===== src/rtl/shift_pkg.sv =====
// Shared definitions for the sequential left/right shifter family:
// the handshake FSM state encoding and the operand-width helper.
package shift_pkg;

  typedef enum logic [1:0] {
    IDLE  = 2'd0,
    SHIFT = 2'd1,
    DONE  = 2'd2
  } state_t;

  // A widening shift of a DIW-bit value by up to DIW-1 places needs 2*DIW-1 bits.
  function automatic int dow_width(input int diw);
    return 2 * diw - 1;
  endfunction

endpackage


===== src/rtl/shift_right_seq.sv =====
// Sequential right shifter: one bit per clock, returning the low DIW bits of
// (a >> n) together with the sticky (bits shifted out) and overflow flags.
module shift_right_seq
  import shift_pkg::*;
#(
  parameter int DIW = 8,
  parameter int SW  = $clog2(DIW),
  parameter int DOW = dow_width(DIW)
) (
  input  logic           clk,
  input  logic           rst,
  input  logic           in_valid,
  output logic           in_ready,
  input  logic [DOW-1:0] a,
  input  logic [SW-1:0]  n,
  output logic           out_valid,
  input  logic           out_ready,
  output logic [DIW-1:0] y,
  output logic           sticky,
  output logic           ovf
);

  state_t         state;
  state_t         state_next;
  logic [DOW-1:0] sr;
  logic [SW-1:0]  count;
  logic           accept;

  // in_ready depends only on state and out_ready, never on in_valid.
  assign in_ready  = (state == IDLE) || ((state == DONE) && out_ready);
  assign out_valid = (state == DONE);
  assign accept    = in_valid && in_ready;

  // NOTE: every variable assigned in always_comb gets a default first, so no
  // path through the case statement can leave it unassigned and infer a latch.
  always_comb begin
    state_next = state;
    case (state)
      IDLE: begin
        if (in_valid) state_next = (n != '0) ? SHIFT : DONE;
      end
      SHIFT: begin
        if (count == SW'(1)) state_next = DONE;
      end
      DONE: begin
        if (out_ready) begin
          if (in_valid) state_next = (n != '0) ? SHIFT : DONE;
          else          state_next = IDLE;
        end
      end
      default: state_next = IDLE;
    endcase
  end

  // NOTE: sequential state uses non-blocking assignments so every register
  // samples the pre-edge values of the others, independent of statement order.
  always_ff @(posedge clk or posedge rst) begin
    if (rst) state <= IDLE;
    else     state <= state_next;
  end

  // Datapath. y and ovf are re-registered alongside each sr update so that in
  // DONE they already reflect the final sr and stay put under backpressure.
  always_ff @(posedge clk or posedge rst) begin
    if (rst) begin
      sr     <= '0;
      count  <= '0;
      sticky <= 1'b0;
      y      <= '0;
      ovf    <= 1'b0;
    end else if (accept) begin
      sr     <= a;
      count  <= n;
      sticky <= 1'b0;
      y      <= a[DIW-1:0];
      ovf    <= |a[DOW-1:DIW];
    end else if (state == SHIFT) begin
      sr     <= sr >> 1;
      count  <= count - SW'(1);
      sticky <= sticky | sr[0];
      y      <= sr[DIW:1];
      ovf    <= |sr[DOW-1:DIW+1];
    end
  end

endmodule


===== config.mk =====
export PLATFORM = sky130hd
export DESIGN_NAME = shift_right_seq
export DESIGN_NICKNAME = d
export VERILOG_FILES = /design/src/rtl/shift_pkg.sv /design/src/rtl/shift_right_seq.sv
export SDC_FILE = /design/constraint.sdc
export NUM_CORES = 1
export LEC_CHECK = 0
export BUFFER_PORTS_ARGS = -buffer_cell sky130_fd_sc_hd__clkbuf_2
export CORE_MARGIN = 2
export CORE_UTILIZATION = 50
export CTS_BUF_LIST = sky130_fd_sc_hd__clkbuf_4
export DETAILED_ROUTE_END_ITERATION = 7
export PLACE_DENSITY = 0.78
export SYNTH_ARGS = -nofsm -noshare
export SYNTH_HDL_FRONTEND = slang
export SYNTH_SLANG_ARGS = --single-unit

===== constraint.sdc =====
create_clock -name clk -period 4.25 [get_ports clk]
set_clock_uncertainty 0.1 [all_clocks]
set_input_delay 1.0625 -clock clk [delete_from_list [all_inputs] [get_ports clk]]
set_output_delay 1.0625 -clock clk [all_outputs]
set_load 0.02 [all_outputs]

==> impl_metrics.tcl <==
set metrics [dict create \
    status "finished clean" \
    p_sw_uw 394 \
    multi_input_area_um2 470 \
    drc_errors 0 \
    die_y_um 51.5 \
    cp-end-kind "output port" \
    grt_use_met2 0.312 \
    period_minus_slack_ps 2680 \
    rsz0062_at_grt "no" \
    clk_pin_slew_worst_paths_ps 110 \
    wl_per_cell_um 14.5 \
    synth-xor-area-share 0 \
    power.share.clock 0.099 \
    io_buffers 33 \
    slowest_stage "clkbuf_2" \
    path_class "input port to output port" \
    cp_cell_sequence "clkbuf_2 > nor2b_1 > nor2_1 > clkbuf_2" \
    required_ps 3090 \
    diodes 0 \
    synth_compound_area_frac 0.194 \
    regArea_um2 551 \
    cp_top_family "buffers and inverters" \
    syn-cell-area_um2 1130 \
    period_share 0.629 \
    place_congestion 0.811 \
    grt_pass1_wl_um 3860 \
    overflow 0 \
    drt-total-wl_um 2270 \
    design_area_um2 1260 \
    synth.most_common_cell "dfrtp_1" \
    io_pins 34 \
    max_freq_mhz 374 \
    syn_avg_cell_area_um2 10.7 \
    cts_buffer_depth 2 \
    whs_ps 411 \
    hold_viol 0 \
    synth_top_area_share 0.488 \
    final_nets 155 \
    async_flop_share 1.00 \
    via_per_inst 5.55 \
    drtIter0Drc 25 \
    slew_viol_final 0 \
    grt_max_degree 23 \
    post_cts_buffers 0 \
    synthSimpleGateAreaFrac 0.201 \
    cp.depth 4 \
    worstPathArrival_ps 1510 \
    instances_no_fill 157 \
    p_leak_nw 0.609 \
    fillCellCount 203 \
    ctsHoldBuffers 0 \
    hold_depth 2 \
    cpMostUsedCell "clkbuf_2" \
    numPlacedInstances 154 \
    rows 17 \
    setup_violations 0 \
    synthMuxAreaShare 0 \
    power.internal_uw 543 \
    met1_usage 0.262 \
    maxCapViolCount 0 \
    synth-adder-area-share 0.0222 \
    cts_sinks 22 \
    critPathBufInv 2 \
    detail_route.first_pass.iterations 4 \
    ys_top_cells_by_area "dfrtp_1, a221o_1, and2_1" \
    synth-main-ff-cell "dfrtp_1" \
    use_met3 0.0287 \
    clk-insertion-delay-late_ps 300 \
    hold_path_class "register to register" \
    crit_path_start_kind "input port" \
    synthToLayoutAreaGrowth_pct 11.5 \
    cts_root_buf "clkbuf_4" \
    cpPeakStageDelay_ps 160 \
    post_dp_cell_area_um2 1240 \
    tightest_slew_ps 817 \
    mappedNetlistNets 129 \
    die_area_um2 2650 \
    peakVddDrop_mv 0.427 \
    tns_ps 0 \
    cts_resized 0 \
    cp_max_fo 2 \
    slew_headroom 0.455 \
    power_frac_comb 0.483 \
    initial_core_util 0.520 \
    swShare 0.420 \
    ys_warn_count 0 \
    synthDistinctLibCells 26 \
    ant_nets 0 \
    ys_ff_latch 22 \
    first_global_vias 858 \
    synth_edf_count 0 \
    synth_largest_area_cell "dfrtp_1" \
    pwr_density_cell_nw_per_um2 745 \
    grtUsageTotal 0.195 \
    vias 872 \
    cts_made_buffers 3 \
    antenna_found_initial 0 \
    synth_top_family_by_area "simple AND/OR/NAND/NOR gates" \
    fp.dieW_um 51.5 \
    syn_inst 105 \
    sequentialPowerShare 0.417 \
    p_total_uw 937 \
    drive_gt1_frac 0.295 \
    grt-busiest-layer "met2" \
    core_um2 2170 \
    reg2reg_depth 3 \
    cts_tree "done" \
    htree_num_levels 1 \
    synthTopCellsByCount "dfrtp_1, a221o_1, and2_1" \
    dp_hpwl_um 1610 \
    ys_seq_area_frac 0.488 \
]
-- worst min-delay path, stage by stage, from the launching register on --
cell     delay, ps
dfrtp_1        360
a21oi_1         50
nor2_1          70
-- kinds of logic after synthesis --
logic type	after synthesis
AOI/OAI and AO/OA	25
and+or+nand+nor	40
buffers and inverters	16
DFF	22
adders and majority gates	2
-- through the flow --
step	utilization	setup slack [ps]
4_1_cts	0.580	1570
5_1_grt	0.580	1510
3_5_place_dp	0.570	1570
2_1_floorplan	-	1680
3_3_place_gp	0.570	1590
6_report	0.580	1570
-- registers in the layout (all words and copies together), names as in the netlist --
signal / count
ovf: 1
y: 7
count: 3
sticky: 1
state: 2
sr: 8
-- routing by layer --
layer  up-vias  wire, µm
met4         0        33
li1        426         -
met2        24      1090
met3         4        96
met5         -         0
met1       418      1050
-- area by class of cell --
type | count | share of cell area
Clock buffer | 3 | 0.0179
Inverter | 4 | 0.0119
Multi-Input combinational cell | 67 | 0.374
Sequential cell | 22 | 0.437
Tap cell | 28 | 0.0278
Timing Repair Buffer | 33 | 0.131
-- worst paths after layout --
path | start | to | slack [ps]
max in group asynchronous | rst | sr[8] | 2760
min in group asynchronous | rst | sr[7] | 780
worst min-delay path | sticky | sticky | 410
worst min register to register | sticky | sticky | 410
worst max-delay path | out_ready | in_ready | 1570
worst max register to register | state[0] | sr[8] | 2370
-- power groups by stage --
stage	combinational, mW	clock (mW)	sequential [mW]
after global routing	0.507	0.104	0.407
after global placement	0.439	0	0.388
after floorplan	0.402	0	0.380
final	0.453	0.0932	0.391
after CTS	0.459	0.0947	0.391
after detailed placement	0.460	0	0.392
-- placed cells by master, fill, tap and decap left out, drive strengths merged, types with 3 or more instances in the layout --
cell / Yosys / final
nor2b: 3 / 3
nor2: 5 / 5
and2: 14 / 14
a221o: 16 / 16
nand2b: 4 / 4
nand2: 6 / 6
dfrtp: 22 / 22
a21oi: 3 / 3
clkbuf: 0 / 36
inv: 4 / 4
Note: power is estimated with default switching activity, not from simulation.
